`src/rtl/prim_reqack_pkg.sv`:
```
// Shared types for the REQ/ACK responder.
package prim_reqack_pkg;

  typedef enum logic [0:0] {
    RESP_IDLE = 1'b0,
    RESP_PEND = 1'b1
  } reqack_resp_fsm_e;

endpackage

```
`src/rtl/prim_reqack_responder_if.sv`:
```
// Responder port bundle: request side plus local valid/ready output side.
interface prim_reqack_responder_if #(
  parameter int Width = 8,
  parameter int Depth = 4
);
  localparam int DepthW = $clog2(Depth + 1);

  logic              req_i;
  logic [Width-1:0]  req_data_i;
  logic              ack_o;
  logic              out_valid_o;
  logic              out_ready_i;
  logic [Width-1:0]  out_data_o;
  logic [DepthW-1:0] depth_o;
  logic              proto_err_o;

  modport slave (
    input  req_i, req_data_i, out_ready_i,
    output ack_o, out_valid_o, out_data_o, depth_o, proto_err_o
  );

  modport master (
    output req_i, req_data_i, out_ready_i,
    input  ack_o, out_valid_o, out_data_o, depth_o, proto_err_o
  );
endinterface

```
`src/rtl/prim_reqack_buf.sv`:
```
// Circular payload buffer; pointers wrap at Depth-1 so Depth need not be a power of two.
module prim_reqack_buf #(
  parameter  int Width  = 8,
  parameter  int Depth  = 4,
  localparam int DepthW = $clog2(Depth + 1)
) (
  input  logic              clk_i,
  input  logic              rst_ni,
  input  logic              push,
  input  logic [Width-1:0]  push_data,
  input  logic              pop,
  output logic [Width-1:0]  pop_data,
  output logic              full,
  output logic              empty,
  output logic [DepthW-1:0] depth
);
  localparam int PtrW = $clog2(Depth);

  logic [Width-1:0] mem [Depth];
  logic [PtrW-1:0]  wr_ptr, rd_ptr;
  logic             do_pop;

  function automatic logic [PtrW-1:0] ptr_nxt(input logic [PtrW-1:0] p);
    return (p == PtrW'(Depth - 1)) ? '0 : p + 1'b1;
  endfunction

  assign full     = (depth == DepthW'(Depth));
  assign empty    = (depth == '0);
  assign do_pop   = pop & ~empty;
  assign pop_data = empty ? '0 : mem[rd_ptr];

  always_ff @(posedge clk_i) begin
    if (!rst_ni) begin
      wr_ptr <= '0;
      rd_ptr <= '0;
      depth  <= '0;
    end else begin
      if (push)   wr_ptr <= ptr_nxt(wr_ptr);
      if (do_pop) rd_ptr <= ptr_nxt(rd_ptr);
      case ({push, do_pop})
        2'b10:   depth <= depth + DepthW'(1);
        2'b01:   depth <= depth - DepthW'(1);
        default: depth <= depth;
      endcase
    end
  end

  // Storage needs no reset: reads are masked to 0 while empty.
  always_ff @(posedge clk_i) begin
    if (push) mem[wr_ptr] <= push_data;
  end

  a_no_push_full: assert property (@(posedge clk_i) disable iff (!rst_ni) push |-> !full);

endmodule

```
`src/rtl/prim_reqack_responder.sv`:
```
// Destination-side REQ/ACK responder: latency gate, one-cycle ACK, buffered valid/ready output.
module prim_reqack_responder
  import prim_reqack_pkg::*;
#(
  parameter int Width  = 8,
  parameter int Depth  = 4,
  parameter int MinLat = 0
) (
  input  logic               clk_i,
  input  logic               rst_ni,
  prim_reqack_responder_if.slave bus
);
  localparam int CntW = (MinLat > 0) ? $clog2(MinLat + 1) : 1;
  localparam logic [CntW-1:0] CntMax = CntW'(MinLat);

  reqack_resp_fsm_e state;
  logic [CntW-1:0]  cnt, cnt_sat;
  logic             full, empty, accept, err;

  // Gated by reset so a request held through reset is never acknowledged.
  assign accept  = rst_ni & bus.req_i & ~full & (cnt == CntMax);
  assign cnt_sat = (cnt == CntMax) ? cnt : cnt + 1'b1;

  always_ff @(posedge clk_i) begin
    if (!rst_ni) begin
      state <= RESP_IDLE;
      cnt   <= '0;
      err   <= 1'b0;
    end else begin
      case (state)
        RESP_IDLE: begin
          if (bus.req_i && !accept) begin
            state <= RESP_PEND;
            cnt   <= cnt_sat;
          end
        end
        RESP_PEND: begin
          if (!bus.req_i) begin
            err   <= 1'b1;
            state <= RESP_IDLE;
            cnt   <= '0;
          end else if (accept) begin
            state <= RESP_IDLE;
            cnt   <= '0;
          end else begin
            cnt   <= cnt_sat;
          end
        end
      endcase
    end
  end

  prim_reqack_buf #(.Width(Width), .Depth(Depth)) u_buf (
    .clk_i     (clk_i),
    .rst_ni    (rst_ni),
    .push      (accept),
    .push_data (bus.req_data_i),
    .pop       (bus.out_ready_i),
    .pop_data  (bus.out_data_o),
    .full      (full),
    .empty     (empty),
    .depth     (bus.depth_o)
  );

  assign bus.ack_o       = accept;
  assign bus.out_valid_o = ~empty;
  assign bus.proto_err_o = err;

  a_ack_req: assert property (@(posedge clk_i) disable iff (!rst_ni) bus.ack_o |-> bus.req_i);

  // With MinLat=0 a back-to-back ACK belongs to a new request.
  if (MinLat > 0) begin : g_ack_once
    a_ack_once: assert property (@(posedge clk_i) disable iff (!rst_ni) bus.ack_o |=> !bus.ack_o);
  end

endmodule

```
`src/flat_wrapper.sv`:
```
// flat-port wrapper written by rule: the top's interface ports become plain ports
module prim_reqack_responder_flat import prim_reqack_pkg::*;
#(
  parameter int Width  = 8,
  parameter int Depth  = 4,
  parameter int MinLat = 0
)
  (clk_i, rst_ni, bus_req_i, bus_req_data_i, bus_out_ready_i, bus_ack_o, bus_out_valid_o, bus_out_data_o, bus_depth_o, bus_proto_err_o);
  prim_reqack_responder_if #(.Width(Width), .Depth(Depth)) bus_i ();
  input  logic clk_i;
  input  logic rst_ni;
  input wire logic [$bits(bus_i.req_i)-1:0] bus_req_i;
  input wire logic [$bits(bus_i.req_data_i)-1:0] bus_req_data_i;
  input wire logic [$bits(bus_i.out_ready_i)-1:0] bus_out_ready_i;
  output wire logic [$bits(bus_i.ack_o)-1:0] bus_ack_o;
  output wire logic [$bits(bus_i.out_valid_o)-1:0] bus_out_valid_o;
  output wire logic [$bits(bus_i.out_data_o)-1:0] bus_out_data_o;
  output wire logic [$bits(bus_i.depth_o)-1:0] bus_depth_o;
  output wire logic [$bits(bus_i.proto_err_o)-1:0] bus_proto_err_o;
  assign bus_i.req_i = bus_req_i;
  assign bus_i.req_data_i = bus_req_data_i;
  assign bus_i.out_ready_i = bus_out_ready_i;
  assign bus_ack_o = bus_i.ack_o;
  assign bus_out_valid_o = bus_i.out_valid_o;
  assign bus_out_data_o = bus_i.out_data_o;
  assign bus_depth_o = bus_i.depth_o;
  assign bus_proto_err_o = bus_i.proto_err_o;
  prim_reqack_responder #(.Width(Width), .Depth(Depth), .MinLat(MinLat)) u_core (.clk_i(clk_i), .rst_ni(rst_ni), .bus(bus_i));
endmodule
```
`config.mk`:
```
export PLATFORM = sky130hd
export DESIGN_NAME = prim_reqack_responder_flat
export DESIGN_NICKNAME = d
export VERILOG_FILES = /design/src/rtl/prim_reqack_pkg.sv /design/src/rtl/prim_reqack_responder_if.sv /design/src/rtl/prim_reqack_buf.sv /design/src/rtl/prim_reqack_responder.sv /design/src/flat_wrapper.sv
export SDC_FILE = /design/constraint.sdc
export NUM_CORES = 1
export LEC_CHECK = 0
export ABC_CLOCK_PERIOD_IN_PS = 6400
export CAP_MARGIN = 20
export CORE_ASPECT_RATIO = 1.5
export CORE_MARGIN = 4
export CORE_UTILIZATION = 45
export DETAILED_ROUTE_END_ITERATION = 16
export PLACE_DENSITY = 0.68
export SLEW_MARGIN = 20
export SYNTH_ARGS = -nofsm -noshare
export SYNTH_HDL_FRONTEND = slang
export SYNTH_SLANG_ARGS = --single-unit
```
`constraint.sdc`:
```
create_clock -name clk_i -period 6.4 [get_ports clk_i]
set_clock_uncertainty 0.05 [all_clocks]
set_input_delay 1.92 -clock clk_i [delete_from_list [all_inputs] [get_ports clk_i]]
set_output_delay 1.92 -clock clk_i [all_outputs]
set_load 0.005 [all_outputs]
```
# Word level (Yosys, flattened, before mapping)

Memory sizes are Yosys's and may differ from the RTL's. A register that Yosys moved wholly into a read port is not among the register bits.
Index checks and enable logic that the tools add are counted.

Logic and storage cells: 49
Memories kept: 1
Register bits: 10
Input port bits: 12
Output and inout port bits: 14
RAM bits: 32

Memory list:

| memory           | depth | width | read ports | clocked after Yosys merged registers in | wr ports | RTL line              | source |
|---|---|---|---|---|---|---|---|
| u_core.u_buf.mem | 4     | 8     | 1          | 1                                       | 1        | prim_reqack_buf.sv:19 | `logic [Width-1:0] mem [Depth];` |

Reduce and logical (&&, ||, !) cells: 5
Add/sub/neg operators: 5
Multiplexer cells: 17
Equality and inequality tests: 6
Bitwise logic cells: 9

Operators by type and width:

| operator              | count |
|---|---|
| $mux W1               | 9 |
| $mux W2               | 4 |
| $mux W8               | 1 |
| $eq A2 B2 Y1 const B  | 3 |
| $pmux W3 S2           | 1 |
| $not A1 Y1            | 5 |
| $add A2 B1 Y2 const B | 2 |
| $and A1 B1 Y1         | 4 |
| $pmux W1 S2           | 2 |
| $add A3 B1 Y3 const B | 1 |
| $eq A3 B3 Y1 const B  | 1 |
| $logic_not A3 Y1      | 1 |
| $sub A3 B1 Y3 const B | 1 |
| $eq A2 B1 Y1 const B  | 1 |
| $ne A2 B1 Y1 const B  | 1 |
| $reduce_and A2 Y1     | 1 |
| $reduce_bool A2 Y1    | 1 |
| $add A1 B1 Y1 const B | 1 |
| $logic_and A1 B1 Y1   | 1 |
| $logic_not A1 Y1      | 1 |

# Depth between registers and ports, before layout

Gate-level depths: netlist of run 1.

Depth in word-level cells: 8
Depth in mapped cells: 11
Gate-level depth less buffers: 9

# By module

From an unflattened synthesis of run 1, not the netlist that was laid out.

Cells, all modules: 108
Area total of the unflattened synthesis: 1755.4 um2

By module, submodules not included:

| module                | seq. area each (um2) | instances | cells each | area an instance (um2) |
|---|---|---|---|---|
| prim_reqack_buf       | 1141.1               | 1         | 100        | 1684.1 |
| prim_reqack_responder | 40.0                 | 1         | 8          | 71.3 |

# Least setup slack after synthesis of run 1

No wires, ideal clock.

Path kind: input -> output
Start: in rst_ni
End: out bus_ack_o
Arrival time: 2.329 ns
Data required time: 4.430 ns
Path slack: 2.101 ns
Stages on the path: 4
Path buffers: 2
Cell sequence: buf_6 nand2_1 nor2b_4 buf_6

Word-level cells in the longest chain between the ends: 3

RTL lines:

| item                       | RTL line                    | source |
|---|---|---|
| start: declaration         | flat_wrapper.sv:11          | `input logic rst_ni;` |
| $and A1 B1 Y1 (3 in a row) | prim_reqack_responder.sv:21 | `assign accept = rst_ni & bus.req_i & ~full & (cnt == CntMax);` |
| end: declaration           | flat_wrapper.sv:15          | `output wire logic [$bits(bus_i.ack_o)-1:0] bus_ack_o;` |

No other way between the ends.

# Final worst setup path of run 1

Same ends and word-level chain as after synthesis.

==> impl_metrics.csv, run 1 <==
group,metric,value,unit
layout,multi_input_area,543,µm²
route,drtPass1Iterations,4,
global_routing,grt_pass1_wl,4630,µm
clocking,root_buffer,"clkbuf_8",
worst_setup_path,worstPathArrival,3490,ps
place,portBuffers,25,
worst_setup_path,cp.depth,4,
clocking,cts_made_buffers,5,
clocking,cts.htree.levels,2,
power,power,0.754,mW
layout,seqCellArea,1180,µm²
worst_hold_path,hold_class,"reg -> reg",
worst_setup_path,cp-endpoint,"bus_ack_o",
logic_synthesis,post-synth-top-area-fraction,53.9,%
logic_synthesis,ys_warn_count,0,
logic_synthesis,yosysUniqueCellTypes,29,
layout,areaGrowthSynthToFinish,20.1,%
worst_setup_path,crit_start,"rst_ni",
global_routing,busiest_layer,"met2",
die,dieArea,5060,µm²
layout,diodes,0,
clocking,cts_tree,"yes",
worst_setup_path,reg2reg_to,"u_core.u_buf.depth[2]",
global_routing,grt_pass1_vias,958,
worst_setup_path,end_kind,"output pin",
global_routing,grt.total_usage,12.7,%
place,hpwl,2000,µm
route,vias,936,
clocking,cts_sinks,43,
logic_synthesis,synth_nets,130,
sta,tightestPinTransition,646,ps
layout,final.fill_count,306,
logic_synthesis,synth_seq_cells,43,
logic_synthesis,synth_area,1780,µm²
global_routing,grt_use_met1,15.0,%
die,dieHeight,85.1,µm
global_routing,grt_max_degree,13,
clocking,cts_setup_buffers,0,
clocking,cts.path.max_buffers,2,
worst_setup_path,path_delay_family,"buffers and inverters",
worst_setup_path,path_cells,"clkdlybuf4s50_1 > nand2_1 > nor2b_4 > clkdlybuf4s50_1",
route,first_iter_violations,20,
sta,fmax,183,MHz
power,power_density,352,nW/µm²
worst_setup_path,cp_common_cell,"clkdlybuf4s50_1",
clocking,clkSlewWorstSetupHoldPaths,70,ps
clocking,cts_resized,0,
worst_setup_path,crit_buf_inv,2,
worst_setup_path,cp_max_fo,10,
sta,finalSetupViolCount,0,
layout,layout_common_cells,"edfxtp_1 (32), clkdlybuf4s50_1 (25), dfxtp_1 (11)",
worst_setup_path,reg2reg_slack,3830,ps
logic_synthesis,yosys-top-cells-area,"edfxtp_1 (54%), dfxtp_1 (12%), mux4_2 (10%), ha_1 (4.2%), nor2b_1 (2.5%)",
clocking,hold_buffers,0,
route,drcViolationCount,0,
global_routing,use_met3,4.26,%
place,gp_congestion,0.663,
logic_synthesis,synth_area_per_cell,16.1,µm²
logic_synthesis,synth_cells,111,
sta,rsz0062_at_grt,"false",
global_routing,met2_usage,21.0,%
die,core,3750,µm²
worst_setup_path,max_stage_delay,650,ps
die,die_w,59.4,µm
layout,nets,158,
worst_setup_path,crit_type,"in -> out",
layout,drive_above_1_share,15.7,%
clocking,clock_latency,280,ps
sta,report.final.hold_viol_count,0,
die,num_rows,27,
worst_setup_path,rr_worst_depth,9,
logic_synthesis,synth_top_area_cell,"edfxtp_1",
power,irDropWorstVdd,0.210,mV
layout,final_common_cell,"edfxtp_1",
sta,timing.slew.headroom,56.7,%
sta,min_period,5460,ps
place,dpl_cell_area,2060,µm²
worst_setup_path,crit_slowest_cell,"clkdlybuf4s50_1",
logic_synthesis,seq_area_frac_synth,66.2,%
sta,period_share,85.2,%
route,wl,2840,µm
route,post_drt_wl_per_cell,15.5,µm
run,maxCapViolations,0,
sta,report.final.slew_viol_count,0,
global_routing,overflow,0,
global_routing,antenna_found_initial,0,
die,num_io_pins,26,
worst_setup_path,startpoint_type,"primary input",
worst_setup_path,crit_required,4430,ps
route,viasPerCell,5.11,
die,start_util,47.6,%
power,leakage,0.746,nW
layout,stdcell_area,2140,µm²
route,antenna_left,0,
worst_setup_path,r2r_start,"u_core.u_buf.depth[2]",
sta,tns,0,ps
outcome,status,"finished, final reports clean",
[worst register-to-register path: stages, from the launching register on]
cell	delay, ps
dfxtp_1	430
or3b_1	390
nor2b_4	170
inv_1	60
ha_1	180
inv_1	60
fa_1	370
xor2_1	170
or3_2	410
a21boi_0	190
[cells in the mapped netlist (all sizes together)]
master / count
clkbuf: 1
xnor2: 1
nand3: 1
dfxtp: 11
and2b: 2
nor3: 1
nor2b: 8
nand2: 6
or3b: 1
xor2: 1
buf: 3
o21ai: 3
mux4: 8
or2: 1
ha: 6
o21a: 1
nor2: 1
inv: 9
edfxtp: 32
and2: 6
fa: 1
a21boi: 2
mux2i: 2
or3: 2
o31ai: 1
[how the worst min path moves through the flow]
stage	from	to	slack [ps]	depth (start not counted)
after floorplan	u_core.bus.proto_err_o	u_core.bus.proto_err_o	410	1
after global placement	u_core.bus.proto_err_o	u_core.bus.proto_err_o	410	1
after detailed placement	u_core.bus.proto_err_o	u_core.bus.proto_err_o	410	1
after CTS	u_core.bus.proto_err_o	u_core.bus.proto_err_o	430	1
after global routing	u_core.bus.proto_err_o	u_core.bus.proto_err_o	470	1
final	u_core.bus.proto_err_o	u_core.bus.proto_err_o	420	1
[stage by stage]
stage / util (%) / worst slack [ps] / hold WS (ps) / std cells
floorplan: - / 2100 / 414 / 111
global placement: 54.9 / 962 / 409 / 175
detailed placement: 55.0 / 935 / 410 / 175
CTS: 57.2 / 925 / 434 / 183
global route: 57.2 / 798 / 468 / 183
finish: 57.2 / 945 / 423 / 183
[state kept, by name (all words and copies together) (netlist names), named ones only]
signal                  count
u_core.u_buf.mem           32
u_core.u_buf.depth          3
u_core.u_buf.rd_ptr         2
u_core.u_buf.wr_ptr         2
u_core.bus.proto_err_o      1
u_core.state                1
[routing by layer]
metal | routed length [µm] | part of all wire, %
met1 | 1130 | 40
met2 | 1550 | 55
met3 | 141 | 5.0
met4 | 20 | 0.70
met5 | 0 | 0
[layout make-up]
type	count	share of cell area [%]
Sequential cell	43	55.1
Multi-Input combinational cell	55	25.3
Timing Repair Buffer	25	11.7
Clock buffer	7	3.56
Tap cell	43	2.51
Inverter	9	1.58
Clock inverter	1	0.234
[power by group]
group | internal (mW) | switching, mW | total, mW
Clock | 0.0765 | 0.0803 | 0.157
Combinational | 0.144 | 0.0904 | 0.234
Sequential | 0.330 | 0.0331 | 0.363
[logic make-up (layout without fill, tap and decap cells)]
group	Yosys count	after routing	synth area share (%)
flip-flops	43	43	66.2
adder cells (fa/ha/maj)	7	7	5.33
XOR/XNOR	2	2	0.982
buffers and inverters	13	42	3.65
AND/OR/NAND/NOR	29	29	10.1
multiplexers	10	10	11.2
AO/OA/AOI/OAI	7	7	2.52
(Power assumes the default switching activity.)
==> run 2: changes to the inputs <==
--- a/config.mk
+++ b/config.mk
@@ -5,14 +5,13 @@
 export SDC_FILE = /design/constraint.sdc
 export NUM_CORES = 1
 export LEC_CHECK = 0
-export ABC_CLOCK_PERIOD_IN_PS = 6400
+export ABC_CLOCK_PERIOD_IN_PS = 5700
 export CAP_MARGIN = 20
 export CORE_ASPECT_RATIO = 1.5
-export CORE_MARGIN = 4
+export CORE_MARGIN = 1
 export CORE_UTILIZATION = 45
 export DETAILED_ROUTE_END_ITERATION = 16
 export PLACE_DENSITY = 0.68
-export SLEW_MARGIN = 20
 export SYNTH_ARGS = -nofsm -noshare
 export SYNTH_HDL_FRONTEND = slang
 export SYNTH_SLANG_ARGS = --single-unit
==> constraint.sdc (replaced) <==
create_clock -name clk_i -period 5.7 [get_ports clk_i]
set_clock_uncertainty 0.05 [all_clocks]
set_input_delay 1.71 -clock clk_i [delete_from_list [all_inputs] [get_ports clk_i]]
set_output_delay 1.71 -clock clk_i [all_outputs]
set_load 0.005 [all_outputs]
==> run 2 against run 1 <==
  * Sequential cell count stayed put
  * Routed wire length decreased by 3.9%
  * Sequential power grew 12%
  * Utilization grew 0.62 points
  * Global-route usage increased by 2.6 points
  * Count of clock-buffer cells in the layout shrank 1
  * Clock power increased by 17%
  * Critical endpoint unchanged
  * Largest power group unchanged
==> impl_metrics.csv, run 2 (synthesis results as in run 1) <==
group,metric,value,unit
outcome,status,"finished, final reports clean",
run,maxCapViolations,0,
die,die_w,53.4,µm
global_routing,grt_pass1_wl,4370,µm
clocking,cts_tree,"yes",
die,start_util,48.0,%
die,dieArea,4230,µm²
worst_setup_path,crit_required,3940,ps
sta,tns,0,ps
sta,hold_slack,430,ps
layout,final.fill_count,306,
power,leakage,0.747,nW
place,hpwl,1990,µm
clocking,root_buffer,"clkbuf_8",
clocking,cts_sinks,43,
global_routing,antenna_found_initial,0,
global_routing,overflow,0,
sta,rsz0062_at_grt,"false",
layout,areaGrowthSynthToFinish,20.3,%
worst_setup_path,cp_common_cell,"clkdlybuf4s50_1",
layout,largest_reg_flops,32,
clocking,hold_buffers,0,
clocking,clock_latency,290,ps
layout,drive_above_1_share,16.3,%
clocking,cts_setup_buffers,0,
clocking,clkSlewWorstSetupHoldPaths,80,ps
clocking,cts_made_buffers,5,
power,power_density,396,nW/µm²
worst_setup_path,crit_buf_inv,2,
route,vias,927,
die,num_io_pins,26,
sta,fmax,199,MHz
place,portBuffers,25,
sta,timing.slew.headroom,63.9,%
power,power,0.850,mW
route,antenna_left,0,
sta,report.final.hold_viol_count,0,
layout,nets,159,
global_routing,grt_pass1_vias,934,
place,gp_congestion,0.644,
worst_setup_path,cp_max_fo,10,
sta,period_share,88.3,%
route,drcViolationCount,0,
layout,top_regs,"u_core.u_buf.mem: 32 flops, u_core.u_buf.depth: 3 flops",
global_routing,grt.total_usage,15.2,%
power,irDropWorstVdd,0.238,mV
clocking,cts.path.max_buffers,2,
global_routing,grt_max_degree,14,
route,post_drt_wl_per_cell,14.8,µm
clocking,cts.htree.levels,2,
worst_setup_path,worstPathArrival,3280,ps
layout,largest-register,"u_core.u_buf.mem",
layout,stdcell_count,184,
die,core,3720,µm²
sta,min_period,5040,ps
route,first_iter_violations,25,
route,viasPerCell,5.04,
sta,report.final.slew_viol_count,0,
worst_setup_path,max_stage_delay,630,ps
worst_hold_path,hold_class,"reg -> reg",
place,dp_cells,176,
route,drtPass1Iterations,4,
sta,tightestPinTransition,540,ps
die,dieHeight,79.1,µm
layout,layout_common_cells,"edfxtp_1 (32), clkdlybuf4s50_1 (25), dfxtp_1 (11)",
route,wl,2730,µm
die,num_rows,27,
worst_setup_path,startpoint_type,"primary input",
worst_setup_path,end_kind,"output pin",
layout,diodes,0,
worst_setup_path,path_cells,"clkdlybuf4s50_1 > nand2_1 > nor2b_4 > clkdlybuf4s50_1",
clocking,cts_resized,0,
worst_setup_path,crit_slowest_cell,"clkdlybuf4s50_1",
worst_setup_path,crit_type,"in -> out",
layout,final_common_cell,"edfxtp_1",
worst_setup_path,path_delay_family,"buffers and inverters",
sta,finalSetupViolCount,0,
==> run 2: final timing paths <==
| kind | startpoint | end | slack, ps | cells past startpoint |
|---|---|---|---|---|
| worst max-delay path | rst_ni | bus_ack_o | 660 | 4 |
| worst min-delay path | u_core.bus.proto_err_o | u_core.bus.proto_err_o | 430 | 1 |
| worst max register to register | u_core.u_buf.depth[2] | u_core.u_buf.depth[2] | 3230 | 9 |
| worst min register to register | u_core.bus.proto_err_o | u_core.bus.proto_err_o | 430 | 1 |
==> run 2: layout make-up <==
| class | instances | area [µm²] | area share [%] |
|---|---|---|---|
| clock buffer | 6 | 72.6 | 3.38 |
| clock inverter | 2 | 12.5 | 0.583 |
| inverter | 9 | 33.8 | 1.57 |
| multi-input combinational | 55 | 538 | 25.1 |
| sequential | 43 | 1180 | 55.0 |
| tap | 43 | 53.8 | 2.51 |
| timing repair buffer | 26 | 255 | 11.9 |
==> run 2: where the power goes <==
| part | switching [mW] | leakage, nW | internal (mW) |
|---|---|---|---|
| sequential | 0.0364 | 0.380 | 0.370 |
| combinational | 0.0978 | 0.325 | 0.163 |
| clock | 0.0971 | 0.0412 | 0.0855 |
==> run 2: layer usage <==
metal | wire length (µm) | GRT usage (%)
met2 | 1400 | 24.6
met1 | 1150 | 17.5
met3 | 132 | 5.94
met5 | 0 | 0
met4 | 47 | 6.32
==> run 2: per-stage QoR <==
| step | setup WS [ps] | instance area, µm² | utilization [%] |
|---|---|---|---|
| 6_report | 664 | 2150 | 57.8 |
| 2_1_floorplan | 1820 | 1780 | - |
| 4_1_cts | 647 | 2150 | 57.8 |
| 3_3_place_gp | 697 | 2060 | 55.4 |
| 3_5_place_dp | 656 | 2060 | 55.5 |
| 5_1_grt | 571 | 2150 | 57.8 |
==> run 3: changes to the inputs <==
--- a/config.mk
+++ b/config.mk
@@ -8,7 +8,6 @@
 export ABC_CLOCK_PERIOD_IN_PS = 5700
 export CAP_MARGIN = 20
 export CORE_ASPECT_RATIO = 1.5
-export CORE_MARGIN = 1
 export CORE_UTILIZATION = 45
 export DETAILED_ROUTE_END_ITERATION = 16
 export PLACE_DENSITY = 0.68
==> results of run 3 <==
Final layout, timing and power as in run 2 (identical DEF).
